`src/rtl/countdown_ctrl_pkg.sv`:
```
// Shared types and constants for the six-digit BCD countdown controller:
// FSM states, button event codes, digit count and 7-segment patterns.
package countdown_ctrl_pkg;

  localparam int NUM_DIGITS = 6;

  typedef enum logic [1:0] {
    ST_IDLE  = 2'd0,
    ST_RUN   = 2'd1,
    ST_PAUSE = 2'd2,
    ST_DONE  = 2'd3
  } state_e;

  typedef enum logic [2:0] {
    EV_NONE  = 3'd0,
    EV_CLEAR = 3'd1,
    EV_LOAD  = 3'd2,
    EV_START = 3'd3,
    EV_PAUSE = 3'd4
  } event_e;

  // Button vector bit positions
  localparam int BTN_PAUSE = 0;
  localparam int BTN_START = 1;
  localparam int BTN_LOAD  = 2;
  localparam int BTN_CLEAR = 3;
  localparam int NUM_BTNS  = 4;

  // Segment order a..g then dp, 0 = lit
  localparam logic [0:7] SEG_0     = 8'b00000011;
  localparam logic [0:7] SEG_1     = 8'b10011111;
  localparam logic [0:7] SEG_2     = 8'b00100101;
  localparam logic [0:7] SEG_3     = 8'b00001101;
  localparam logic [0:7] SEG_4     = 8'b10011001;
  localparam logic [0:7] SEG_5     = 8'b01001001;
  localparam logic [0:7] SEG_6     = 8'b01000001;
  localparam logic [0:7] SEG_7     = 8'b00011111;
  localparam logic [0:7] SEG_8     = 8'b00000001;
  localparam logic [0:7] SEG_9     = 8'b00001001;
  localparam logic [0:7] SEG_BLANK = 8'b11111111;

  function automatic logic [3:0] bcd_sat(input logic [3:0] v);
    return (v > 4'd9) ? 4'd9 : v;
  endfunction

endpackage

```
`src/rtl/countdown_ctrl_sev_seg_enc.sv`:
```
// BCD to active-low 7-segment decoder; non-decimal codes blank the digit.
module sev_seg_enc
  import countdown_ctrl_pkg::*;
(
  input  logic [3:0] bcd_i,
  output logic [0:7] seg_o
);

  always_comb begin
    seg_o = SEG_BLANK;
    case (bcd_i)
      4'd0:    seg_o = SEG_0;
      4'd1:    seg_o = SEG_1;
      4'd2:    seg_o = SEG_2;
      4'd3:    seg_o = SEG_3;
      4'd4:    seg_o = SEG_4;
      4'd5:    seg_o = SEG_5;
      4'd6:    seg_o = SEG_6;
      4'd7:    seg_o = SEG_7;
      4'd8:    seg_o = SEG_8;
      4'd9:    seg_o = SEG_9;
      default: seg_o = SEG_BLANK;
    endcase
  end

endmodule

```
`src/rtl/countdown_ctrl.sv`:
```
// Six-digit BCD countdown timer: synchronised buttons, IDLE/RUN/PAUSE/DONE
// control, prescaled decrement with borrow ripple and registered segment drive.
module countdown_ctrl
  import countdown_ctrl_pkg::*;
#(
  parameter int TICK_DIV = 25000000
) (
  input  logic       clk,
  input  logic       rst_n,
  input  logic [3:0] sw,
  input  logic [2:0] sel,
  input  logic       load,
  input  logic       start,
  input  logic       pause,
  input  logic       clear,
  output logic [0:7] d1,
  output logic [0:7] d2,
  output logic [0:7] d3,
  output logic [0:7] d4,
  output logic [0:7] d5,
  output logic [0:7] d6,
  output logic       running,
  output logic       done
);

  localparam int PW = (TICK_DIV > 1) ? $clog2(TICK_DIV) : 1;
  localparam logic [PW-1:0] PRESC_LAST = PW'(TICK_DIV - 1);

  logic [NUM_BTNS-1:0] btn_raw;
  logic [NUM_BTNS-1:0] btn_sync1_q;
  logic [NUM_BTNS-1:0] btn_sync2_q;
  logic [NUM_BTNS-1:0] btn_prev_q;
  logic [NUM_BTNS-1:0] btn_rise;
  logic [2:0]          rst_sync_q;
  logic                rst_ok;
  event_e              ev;

  state_e state_q, state_d;
  logic   running_q, running_d;
  logic   done_q, done_d;

  logic [NUM_DIGITS-1:0][3:0] digits_q, digits_d;
  logic [NUM_DIGITS-1:0][3:0] dec_digits;
  logic [NUM_DIGITS-1:0]      borrow;
  logic [NUM_DIGITS-1:0]      dec_nz;
  logic [NUM_DIGITS-1:0]      cur_nz;
  logic                       dec_zero;
  logic                       value_nz;

  logic [PW-1:0] presc_q, presc_d;
  logic          tick;

  logic [0:7] seg_d [NUM_DIGITS];
  logic [0:7] seg_q [NUM_DIGITS];

  assign btn_raw = {clear, load, start, pause};

  // Release is retimed through three flops; the edge register has caught up
  // with any button held across release before events are accepted.
  always_ff @(posedge clk or negedge rst_n) begin
    if (!rst_n) begin
      rst_sync_q  <= '0;
      btn_sync1_q <= '0;
      btn_sync2_q <= '0;
      btn_prev_q  <= '0;
    end else begin
      rst_sync_q  <= {rst_sync_q[1:0], 1'b1};
      btn_sync1_q <= btn_raw;
      btn_sync2_q <= btn_sync1_q;
      btn_prev_q  <= btn_sync2_q;
    end
  end

  assign rst_ok   = rst_sync_q[2];
  assign btn_rise = btn_sync2_q & ~btn_prev_q & {NUM_BTNS{rst_ok}};

  always_comb begin
    ev = EV_NONE;
    if (btn_rise[BTN_CLEAR])      ev = EV_CLEAR;
    else if (btn_rise[BTN_LOAD])  ev = EV_LOAD;
    else if (btn_rise[BTN_START]) ev = EV_START;
    else if (btn_rise[BTN_PAUSE]) ev = EV_PAUSE;
  end

  assign tick = (state_q == ST_RUN) && (presc_q == PRESC_LAST);

  genvar gi;
  generate
    for (gi = 0; gi < NUM_DIGITS; gi++) begin : g_dec
      if (gi == 0) begin : g_first
        assign borrow[gi] = 1'b1;
      end else begin : g_rest
        assign borrow[gi] = borrow[gi-1] && (digits_q[gi-1] == 4'd0);
      end
      assign dec_digits[gi] = !borrow[gi]           ? digits_q[gi] :
                              (digits_q[gi] == 4'd0) ? 4'd9 :
                                                       digits_q[gi] - 4'd1;
      assign dec_nz[gi] = |dec_digits[gi];
      assign cur_nz[gi] = |digits_q[gi];
    end
  endgenerate

  assign dec_zero = ~|dec_nz;
  assign value_nz = |cur_nz;

  // State register, with running/done registered alongside it
  always_ff @(posedge clk or negedge rst_n) begin
    if (!rst_n) begin
      state_q   <= ST_IDLE;
      running_q <= 1'b0;
      done_q    <= 1'b0;
    end else begin
      state_q   <= state_d;
      running_q <= running_d;
      done_q    <= done_d;
    end
  end

  always_comb begin
    state_d = state_q;
    case (state_q)
      ST_IDLE: begin
        if (ev == EV_START) state_d = value_nz ? ST_RUN : ST_DONE;
      end
      ST_RUN: begin
        if (tick && dec_zero)   state_d = ST_DONE;
        else if (ev == EV_PAUSE) state_d = ST_PAUSE;
      end
      ST_PAUSE: begin
        if (ev == EV_START || ev == EV_PAUSE) state_d = ST_RUN;
      end
      ST_DONE: begin
        if (ev == EV_LOAD) state_d = ST_IDLE;
      end
      default: state_d = ST_IDLE;
    endcase
    if (ev == EV_CLEAR) state_d = ST_IDLE;
  end

  always_comb begin
    running_d = (state_d == ST_RUN);
    done_d    = (state_d == ST_DONE);
  end

  assign running = running_q;
  assign done    = done_q;

  always_comb begin
    digits_d = digits_q;
    presc_d  = presc_q;
    if (ev == EV_CLEAR) begin
      digits_d = '0;
      presc_d  = '0;
    end else begin
      case (state_q)
        ST_IDLE, ST_DONE: begin
          if (ev == EV_LOAD) begin
            for (int i = 0; i < NUM_DIGITS; i++) begin
              if (sel == 3'(i)) digits_d[i] = bcd_sat(sw);
            end
          end
          if (state_q == ST_IDLE && ev == EV_START && value_nz) presc_d = '0;
        end
        ST_RUN: begin
          presc_d = tick ? '0 : presc_q + 1'b1;
          if (tick) digits_d = dec_digits;
        end
        default: ;
      endcase
    end
  end

  always_ff @(posedge clk or negedge rst_n) begin
    if (!rst_n) begin
      digits_q <= '0;
      presc_q  <= '0;
    end else begin
      digits_q <= digits_d;
      presc_q  <= presc_d;
    end
  end

  generate
    for (gi = 0; gi < NUM_DIGITS; gi++) begin : g_enc
      sev_seg_enc u_enc (
        .bcd_i (digits_q[gi]),
        .seg_o (seg_d[gi])
      );
    end
  endgenerate

  always_ff @(posedge clk or negedge rst_n) begin
    if (!rst_n) begin
      for (int i = 0; i < NUM_DIGITS; i++) seg_q[i] <= SEG_0;
    end else begin
      for (int i = 0; i < NUM_DIGITS; i++) seg_q[i] <= seg_d[i];
    end
  end

  assign d1 = seg_q[0];
  assign d2 = seg_q[1];
  assign d3 = seg_q[2];
  assign d4 = seg_q[3];
  assign d5 = seg_q[4];
  assign d6 = seg_q[5];

endmodule

```
`config.mk`:
```
export PLATFORM = sky130hd
export DESIGN_NAME = countdown_ctrl
export DESIGN_NICKNAME = d
export VERILOG_FILES = /design/src/rtl/countdown_ctrl_pkg.sv /design/src/rtl/countdown_ctrl_sev_seg_enc.sv /design/src/rtl/countdown_ctrl.sv
export SDC_FILE = /design/constraint.sdc
export NUM_CORES = 1
export LEC_CHECK = 0
export ABC_AREA = 1
export BUFFER_PORTS_ARGS = -buffer_cell sky130_fd_sc_hd__buf_4
export CORE_UTILIZATION = 55
export DETAILED_ROUTE_END_ITERATION = 7
export PLACE_DENSITY = 0.75
export SYNTH_ARGS = -nofsm -noshare
export SYNTH_HDL_FRONTEND = slang
export SYNTH_HIERARCHICAL = 1
export SYNTH_SLANG_ARGS = --single-unit
```
`constraint.sdc`:
```
create_clock -name clk -period 2.4 [get_ports clk]
set_input_delay 0.48 -clock clk [delete_from_list [all_inputs] [get_ports clk]]
set_output_delay 0.48 -clock clk [all_outputs]
set_load 0.05 [all_outputs]
```
==> summary.txt, run 1 <==
Synthesis
  • Synth Cell Area: between 0.006 and 0.007 mm^2
  • Synth Register Bits: approximately 120
  • Synth area leaders: dfrtp_1, nand2_1, ha_1, inv_1, nand3_1
  • Syn Inst Count: approximately 860
  • Number of synthesized flops with an enable pin: 0
  • Yosys warning total: 6
  • Number of unique standard cell types used by synthesis: 47
  • Most common cell in the netlist: nand2_1
  • Synth top cells by count: nand2_1, dfrtp_1, inv_1
  • Syn nets: around 900
  • Asr flop ratio synth: 1.00
  • Yosys top cell area share: 0.385
  • Sequential area share after synthesis: 0.431
  • Ys flop type: dfrtp_1
  • Syn_area_per_cell: 7.91 um^2
  • Synth area leader: dfrtp_1

Global route
  • Total Routing Usage GR: 0.248
  • Congestion Overflow GR: 0
  • First-pass GRT wire length: ~25000 um
  • Met1 usage: 0.319
  • Vias in the first global route: between 5000 and 6000
  • Most Used Layer, Global Route: met2
  • Largest net degree at the start of global routing: 45
  • Initial antenna violation count: 0
  • Met3 GRT Util: 0.0686
  • Met2 Use GR: 0.400

Floorplan
  • Die Span X: 113 um
  • IO Pins: 63
  • Core ar.: between 0.01 and 0.015 mm^2
  • Full die area: about 0.013 mm^2
  • Core Rows: 40
  • Initial Util: 0.563
  • Die H: around 110 um

STA
  • Final setup vio count: 0
  • RSZ-0062 raised after global routing: false
  • Final Max Slew Viols: 0
  • Post-layout min period: between 2 and 2.5 ns
  • Setup TNS Final: 0 ns
  • Max Freq: 0.467 GHz
  • Hold Vio Cnt, Final: 0
  • Tcrit/Tclk final: 0.893
  • Clock skew: 0.0174 ns
  • Setup slack after layout: around 0.26 ns
  • Hold_ws: 0.159 ns

Finish
  • Final core occ: 0.693
  • N_diodes: 0
  • Cell Count, Final, Fillers Out: around 1100
  • Layout cell share with drive strength beyond 1: 0.210
  • Layout area overhead: 23.1%
  • Nets: a little over 1000
  • Finished Cell Area: approximately 0.0083 mm^2

Clock tree
  • CTS H-tree lvls: 4
  • # clock sinks: between 100 and 150
  • Clk_lat worst skew: 0.43 ns
  • CTS tree: built
  • Num CTS Buffers: 17
  • Clock Root Buffer: clkbuf_16
  • Reg clk slew, reported paths: around 0.050 ns
  • Deepest clock path buffer count: 2

Placement
  • Placement Setup Slack: between 0.15 and 0.2 ns
  • Routability Congestion: 0.917
  • Placed cells: 1080
  • Port Buffers: just over 60
  • Placed cell areas: ~0.0076 mm^2
  • Post-DP HPWL: 10300 um

Routing
  • Number of detailed-route iterations in the first pass: 5
  • Vias: between 5000 and 6000
  • DR iter-0 viols: between 300 and 400
  • DRC: 0
  • Wire per inst: about 13 um
  • Routed wire length: around 15000 um
  • Routed Antenna Nets: 0
  • Via density: 5.21

Setup path
  • Crit-path max FO: 7
  • Crit path kind: reg2reg
  • Worst Setup SP: presc_q[1]$_DFFE_PN0P_
  • CP endpoint kind: flip-flop
  • Worst setup SP type: flip-flop
  • Critical Path RT: approximately 2.7 ns
  • Reg2reg start: presc_q[1]$_DFFE_PN0P_
  • Crit path arrival time: around 2.4 ns

Hold path
  • Hold_sp: clear
  • Type of the tightest min-delay check: in2reg

Run status
  • Run status: complete, no violations

Job
  • MaxCap Viol Count: 0

Pwr
  • VDD IR max: around 0.86 mV
  • P_leak: between 4 and 5 nW
  • Power, Total: about 12 mW
  • PwrDens: 1450 mW/mm^2
-- flip-flops by register name, indices dropped and copies added, names as in the netlist, 8 cells and up --
| signal | count |
|---|---|
| presc_q | 25 |
| digits_q | 24 |
| d1 | 8 |
| d2 | 8 |
| d3 | 8 |
| d4 | 8 |
| d5 | 8 |
| d6 | 8 |
-- where the power goes --
part           internal (mW)  leakage (nW)  switching, mW
sequential              2.59          1.44          0.318
combinational           2.06          2.41           4.31
clock                   1.94         0.323          0.861
-- layer usage --
metal	part of all wire	routed length, um	vias to the layer above
met5	0	0	-
li1	-	-	2974
met1	0.44	6390	2665
met3	0.061	887	17
met4	0.014	200	0
met2	0.48	7040	181
-- cells by family (layout without fill, tap and decap cells) --
kind of cell | count (synthesis) | in the layout | share of synthesized area
AND/OR/NAND/NOR | 461 | 462 | 0.317
other | 7 | 7 | 0.00389
adder cells (fa/ha/maj) | 35 | 35 | 0.0647
AO/OA/AOI/OAI | 98 | 98 | 0.0893
buffers and inverters | 125 | 242 | 0.0773
flip-flops | 116 | 116 | 0.431
XOR/XNOR | 13 | 13 | 0.0168
-- layout by cell type, fill, tap and decap left out, types with 2 or more instances in the layout --
| cell type | Yosys | final |
|---|---|---|
| buf_12 | 0 | 3 |
| nand3b_1 | 4 | 4 |
| nor3b_1 | 3 | 3 |
| nor4_1 | 7 | 7 |
| o21bai_1 | 2 | 2 |
| inv_1 | 101 | 101 |
| clkbuf_8 | 0 | 4 |
| o21ai_1 | 6 | 6 |
| o21ai_2 | 8 | 8 |
| nand3_4 | 2 | 2 |
| clkbuf_1 | 3 | 2 |
| nand3_2 | 3 | 4 |
| buf_4 | 8 | 97 |
| xor2_1 | 12 | 12 |
| ha_1 | 35 | 35 |
| conb_1 | 7 | 7 |
| nand3_1 | 75 | 74 |
| nor2_1 | 72 | 70 |
| nand2_4 | 8 | 8 |
| nand2_1 | 233 | 231 |
| nand2_2 | 7 | 9 |
| inv_2 | 6 | 6 |
| nor3_1 | 16 | 16 |
| nor2_4 | 6 | 7 |
| dfstp_2 | 12 | 12 |
| o21ai_0 | 42 | 42 |
| clkbuf_16 | 0 | 17 |
| a21oi_1 | 14 | 14 |
| dfrtp_1 | 104 | 103 |
| nor2_2 | 6 | 8 |
| clkinv_2 | 1 | 4 |
| o31ai_1 | 17 | 17 |
| nor3_2 | 2 | 2 |
| bufinv_16 | 0 | 5 |
| nand4_1 | 15 | 15 |
-- area by class of cell --
type                       count  area, um^2
fill                         968        3680
multi-input combinational    615        3350
sequential                   116        2920
timing repair buffer         101         798
clock buffer                  23         488
inverter                     109         415
tap                          147         184
clock inverter                 9         173
-- critical path, stage by stage, from the launching register on --
cell and delay (ns):
dfrtp_1 0.37, ha_1 0.17, inv_1 0.08, nor2_4 0.20, nand3_1 0.11, nor4_1 0.25, nand4_1 0.20, nor2_1 0.38
nor3_1 0.09, nand3_1 0.08, o21ai_0 0.08
-- worst paths after layout --
check	end	slack, ns	cells past startpoint
setup / recovery	presc_q[16]$_DFFE_PN0P_	0.26	10
hold / removal	btn_sync1_q[3]$_DFF_PN0_	0.16	1
setup reg to reg	presc_q[16]$_DFFE_PN0P_	0.26	10
hold reg to reg	rst_sync_q[2]$_DFF_PN0_	0.34	0
max in group asynchronous	d2[7]$_DFF_PN1_	1.25	3
min in group asynchronous	d5[3]$_DFF_PN0_	0.53	2
-- repair_timing --
| action | in CTS | in global routing |
|---|---|---|
| resized for setup | 0 | 6 |
| endpoints found under the hold margin | 20 | 0 |
| setup endpoints to repair | 0 | 5 |
| hold buffers | 1 | 0 |
| setup buffers | 0 | 6 |
Note: power is estimated with default switching activity, not from simulation.
==> inputs of run 2 (changes only) <==
- clock period: 2.4 -> 2.1 ns (I/O delays scaled with it)
==> summary.txt, run 2 (synthesized netlist as in run 1, its figures left out) <==
Global route
  • First-pass GRT wire length: ~25000 um
  • Total Routing Usage GR: 0.251
  • Initial antenna violation count: 0
  • Largest net degree at the start of global routing: between 100 and 150
  • Congestion Overflow GR: 0
  • Vias in the first global route: 5476

STA
  • Clock skew: roughly 0.0076 ns
  • Max-slew headroom: 0.612
  • Final Max Slew Viols: 0
  • Setup slack after layout: -0.00872 ns
  • Tcrit/Tclk final: 1.00
  • Hold Vio Cnt, Final: 0
  • Worst Max-Slew Pin Slew: ~0.58 ns
  • Final setup vio count: 1
  • Post-layout min period: 2.11 ns
  • RSZ-0062 raised after global routing: true
  • Max Freq: about 0.47 GHz

Routing
  • Top layer reached by signal wires: met4
  • Via density: around 5.2
  • Met3 WL: ~770 um
  • WL met1: slightly below 7000 um
  • DR iter-0 viols: 424
  • Number of detailed-route iterations in the first pass: 5
  • Routed Antenna Nets: 0
  • Wire per inst: approximately 13 um
  • Routed wire length: around 15000 um
  • Metal2 WL: between 7000 and 8000 um
  • Vias: ~6000
  • DRC: 0

Setup path
  • Crit-path max FO: 4
  • Worst Setup SP: state_q[1]$_DFF_PN0_
  • Worst path cell trace: inv_2 -> ha_4 -> nand2_1 -> nor3_2 -> nand2_1 -> nor2_1 -> nand2_1 -> nor2_1 -> nand3_1 -> nor2_1 -> nand3_2 -> nand2_2 -> nand2_2 -> a21oi_2 -> nor2_1
  • Crit path arrival time: ~2.4 ns
  • Critical Path RT: between 2 and 2.5 ns
  • Reg2reg start: state_q[1]$_DFF_PN0_
  • Crit path kind: reg2reg
  • Slowest-stage cell, CP: dfrtp_1
  • Max incr delay on CP: 0.40 ns
  • Worst reg2reg path depth: 15
  • Top cell by count, worst path: nor2_1
  • Worst setup SP type: flip-flop
  • CP endpoint kind: flip-flop

Finish
  • Most common cell after layout, fill and taps aside: nand2_1
  • Cell Count, Final, Fillers Out: 1139
  • Register with the most flip-flops: presc_q
  • Top flop regs: presc_q: 25 flops, digits_q: 24 flops
  • Max reg flops: 25
  • Layout cell share with drive strength beyond 1: 0.256
  • Most frequent cells in the layout: nand2_1, buf_4, dfrtp_1
  • Final-layout fill cell count: between 900 and 1000
  • N_diodes: 0
  • Layout area overhead: 26.9%
  • Nets: 1027
  • Finished Cell Area: between 0.008 and 0.009 mm^2

Clock tree
  • Clk_lat worst skew: roughly 0.42 ns
  • # clock sinks: roughly 120
  • CTS H-tree lvls: 4
  • Num CTS Buffers: 17
  • Deepest clock path buffer count: 2
  • Reg clk slew, reported paths: ~0.060 ns
  • Clock Root Buffer: clkbuf_16
  • Hold_buf cts: 0
  • CTS tree: built

Placement
  • Placement Setup Slack: -0.0155 ns
  • Routability Congestion: slightly above 0.9
  • Placed cell areas: roughly 0.0077 mm^2
  • Post-DP HPWL: about 11000 um
  • Placed cells: around 1100
  • Port Buffers: slightly above 60

Pwr
  • Power, Total: between 10 and 15 mW
  • PwrDens: about 1700 mW/mm^2
  • P_leak: around 4.3 nW
  • VDD IR max: 1.22 mV

Floorplan
  • Core Rows: 40
  • Core ar.: between 0.01 and 0.015 mm^2
  • Die H: 113 um
  • IO Pins: 63
  • Initial Util: 0.563
  • Die Span X: 113 um
  • Full die area: approximately 0.013 mm^2

Hold path
  • Type of the tightest min-delay check: in2async

Run status
  • Failing checks: negative setup slack
  • Run status: finished, violations left

Job
  • MaxCap Viol Count: 0
[run 2: final cells by class]
type                    count  area [um^2]  share of cell area
clock buffers              20          457              0.0532
multi-input cells         614         3470               0.405
clock inverters            12          155              0.0181
flip-flops and latches    116         2920               0.340
inverters                 109          419              0.0488
well taps                 147          184              0.0214
repair buffers            121          977               0.114
[run 2: what timing repair did]
action                     in CTS  in global routing
resized for setup               2                 56
setup endpoints to repair       2                 49
setup buffers                   0                  9
pin swaps                       0                 15
[run 2: power by group]
group | internal [mW] | switching (mW) | total, mW
combinational | 2.76 | 5.26 | 8.02
sequential | 2.96 | 0.293 | 3.26
clock | 1.92 | 1.05 | 2.98
total | 7.65 | 6.60 | 14.3
[run 2: critical path, delay by kind of cell, from the launching register on]
family	cells	cell delay (ns)
AO/OA/AOI/OAI	1	0.13
adder cells (fa/ha/maj)	1	0.15
flip-flops	1	0.40
AND/OR/NAND/NOR	12	1.20
buffers and inverters	1	0.11
[run 2: metrics by stage]
stage | hold slack [ns] | utilization | TNS, ns
2_1_floorplan | 0.124 | - | 0
3_3_place_gp | 0.332 | 0.643 | -0.00240
3_5_place_dp | 0.336 | 0.643 | -0.0212
4_1_cts | 0.0896 | 0.694 | 0
5_1_grt | 0.0865 | 0.715 | -2.44
6_report | 0.0887 | 0.715 | -0.00872
[run 2: per-layer routing]
metal,up-vias,global-route usage
met5,-,0
met4,0,0.0860
met3,31,0.0637
met2,172,0.425
met1,2766,0.315
li1,2993,-
[run 2: worst paths after layout]
| check | end | slack [ns] |
|---|---|---|
| worst max-delay path | running$_DFF_PN0_ | -0.009 |
| worst min register to register | btn_sync2_q[3]$_DFF_PN0_ | 0.35 |
| max in group asynchronous | state_q[0]$_DFF_PN0_ | 1.58 |
| worst max register to register | running$_DFF_PN0_ | -0.009 |
| min in group clk | btn_sync1_q[3]$_DFF_PN0_ | 0.10 |
| worst min-delay path | digits_q[17]$_DFFE_PN0P_ | 0.09 |
==> inputs of run 3 (changes only) <==
- CORE_UTILIZATION: 55 -> 40
- PLACE_DENSITY: 0.75 -> not set
==> summary.txt, run 3 (synthesized netlist as in run 1, its figures left out) <==
Run status
  • Run status: complete, no violations

Global route
  • Largest net degree at the start of global routing: 46
  • Total Routing Usage GR: 0.187
  • Initial antenna violation count: 0
  • Vias in the first global route: between 5000 and 6000
  • First-pass GRT wire length: ~26000 um
  • Congestion Overflow GR: 0

Setup path
  • Flop-to-flop setup slack: 0.05 ns
  • Crit-path max FO: 6
  • Reg2reg start: digits_q[9]$_DFFE_PN0P_
  • CP endpoint kind: flip-flop
  • Crit path kind: reg2reg
  • Worst setup SP type: flip-flop
  • Critical Path RT: 2.41 ns
  • Crit path arrival time: around 2.4 ns
  • Worst reg2reg path depth: 14
  • RR Endpoint: running$_DFF_PN0_

Finish
  • N_diodes: 0
  • Layout area overhead: 28.0%
  • Area of the multi-input gates: 0.00342 mm^2
  • Final-layout fill cell count: 1577
  • Nets: 1032
  • FF+latch area: 0.00292 mm^2
  • Register with the most flip-flops: presc_q
  • Finished Cell Area: roughly 0.0087 mm^2
  • Most frequent cells in the layout: nand2_1, buf_4, dfrtp_1
  • Layout cell share with drive strength beyond 1: 0.242
  • Most common cell after layout, fill and taps aside: nand2_1
  • Top flop regs: presc_q: 25 flops, digits_q: 24 flops
  • Final core occ: 0.524
  • Max reg flops: 25

STA
  • Max Freq: a little under 0.5 GHz
  • Post-layout min period: between 2 and 2.5 ns
  • Worst Max-Slew Pin Slew: 0.623 ns
  • Final setup vio count: 0
  • Final Max Slew Viols: 0
  • Max-slew headroom: 0.581
  • RSZ-0062 raised after global routing: true
  • Hold Vio Cnt, Final: 0
  • Setup TNS Final: 0 ns
  • Clock skew: ~0.011 ns
  • Hold_ws: 0.104 ns
  • Tcrit/Tclk final: 0.977

Hold path
  • Worst hold stages: 1
  • Endpoint, Worst Hold: btn_sync1_q[3]$_DFF_PN0_
  • Type of the tightest min-delay check: in2reg
  • Hold_sp: clear

Routing
  • Routed Antenna Nets: 0
  • DRC: 0
  • DR iter-0 viols: about 320
  • Number of detailed-route iterations in the first pass: 5
  • Wire per inst: ~13 um
  • Via density: around 4.8
  • Routed wire length: between 15000 and 20000 um
  • Vias: between 5000 and 6000

Clock tree
  • Num CTS Buffers: 17
  • Clock Root Buffer: clkbuf_16
  • CTS tree: built
  • Deepest clock path buffer count: 2
  • Reg clk slew, reported paths: 0.05 ns
  • # clock sinks: 116
  • CTS H-tree lvls: 4
  • Clk_lat worst skew: approximately 0.42 ns

Pwr
  • Combinational share of power: 0.551
  • P_leak: approximately 4.3 nW
  • PwrDens: 1640 mW/mm^2
  • Int Pwr: 7.76 mW
  • VDD IR max: 0.780 mV
  • Total net switching power: about 6.5 mW
  • Clock Power Share: 0.221
  • Seq pwr share: 0.228
  • Net Sw Frac: 0.455
  • Power, Total: approximately 14 mW

Job
  • MaxCap Viol Count: 0

Floorplan
  • Full die area: ~0.017 mm^2
  • Core Rows: 47
  • IO Pins: between 60 and 70
  • Die Span X: about 130 um
  • Initial Util: 0.409
  • Core ar.: ~0.017 mm^2
  • Die H: ~130 um

Placement
  • Post-DP HPWL: around 11000 um
  • Routability Congestion: 0.926
  • Port Buffers: 62
  • Placed cell areas: 0.00789 mm^2
-- run 3: layout make-up --
type | instances | area share
multi-input cells | 615 | 0.395
inverters | 109 | 0.0480
clock inverters | 9 | 0.0204
flip-flops and latches | 116 | 0.337
well taps | 220 | 0.0318
repair buffers | 125 | 0.114
clock buffers | 23 | 0.0529
-- run 3: worst max path at each step --
stage,startpoint,to,slack [ns],cells after the start
floorplan,state_q[1]$_DFF_PN0_,digits_q[3]$_DFFE_PN0P_,0.13,13
global placement,digits_q[4]$_DFFE_PN0P_,running$_DFF_PN0_,0.01,14
detailed placement,digits_q[7]$_DFFE_PN0P_,running$_DFF_PN0_,-0.02,14
CTS,digits_q[7]$_DFFE_PN0P_,running$_DFF_PN0_,0.004,14
global route,digits_q[9]$_DFFE_PN0P_,running$_DFF_PN0_,-0.12,14
finish,digits_q[9]$_DFFE_PN0P_,running$_DFF_PN0_,0.05,14
-- run 3: power by group through the flow --
| stage | combinational, mW | sequential, mW | clock (mW) |
|---|---|---|---|
| final | 7.84 | 3.24 | 3.14 |
| after global routing | 8.66 | 3.30 | 3.33 |
| after CTS | 7.78 | 3.23 | 3.21 |
| after detailed placement | 7.69 | 3.26 | 0 |
| after global placement | 7.66 | 3.25 | 0 |
| after floorplan | 3.61 | 4.91 | 0 |
-- run 3: critical path, stage by stage, from the launching register on --
cell     delay (ns)
dfrtp_1        0.39
nor2_2         0.16
nand2_2        0.12
nor2_4         0.21
nand3_4        0.12
nor2_4         0.13
nand2_1        0.07
nand2_1        0.07
nand2_1        0.05
nor2_1         0.11
nand3_2        0.13
nand2_1        0.08
nand2_1        0.08
a21oi_2        0.18
nor2_1         0.05
-- run 3: through the flow --
stage | instances | setup WS (ns)
finish | 1217 | 0.0492
global route | 1217 | -0.120
CTS | 1215 | 0.00399
detailed placement | 1180 | -0.0180
global placement | 1180 | 0.0147
floorplan | 855 | 0.134
-- run 3: timing repair --
| item | in CTS | in global routing |
|---|---|---|
| resized for setup | 4 | 22 |
| buffers inserted | 1 | 2 |
| endpoints found under the hold margin | 28 | 0 |
| hold buffers | 1 | 0 |
| pin swaps | 2 | 5 |
| setup endpoints to repair | 2 | 32 |
| cloned | 1 | 0 |
-- run 3: routing by layer --
| metal | track usage | part of all wire |
|---|---|---|
| met2 | 0.298 | 0.47 |
| met4 | 0.0749 | 0.021 |
| met5 | 0 | 0 |
| met1 | 0.244 | 0.47 |
| met3 | 0.0446 | 0.040 |
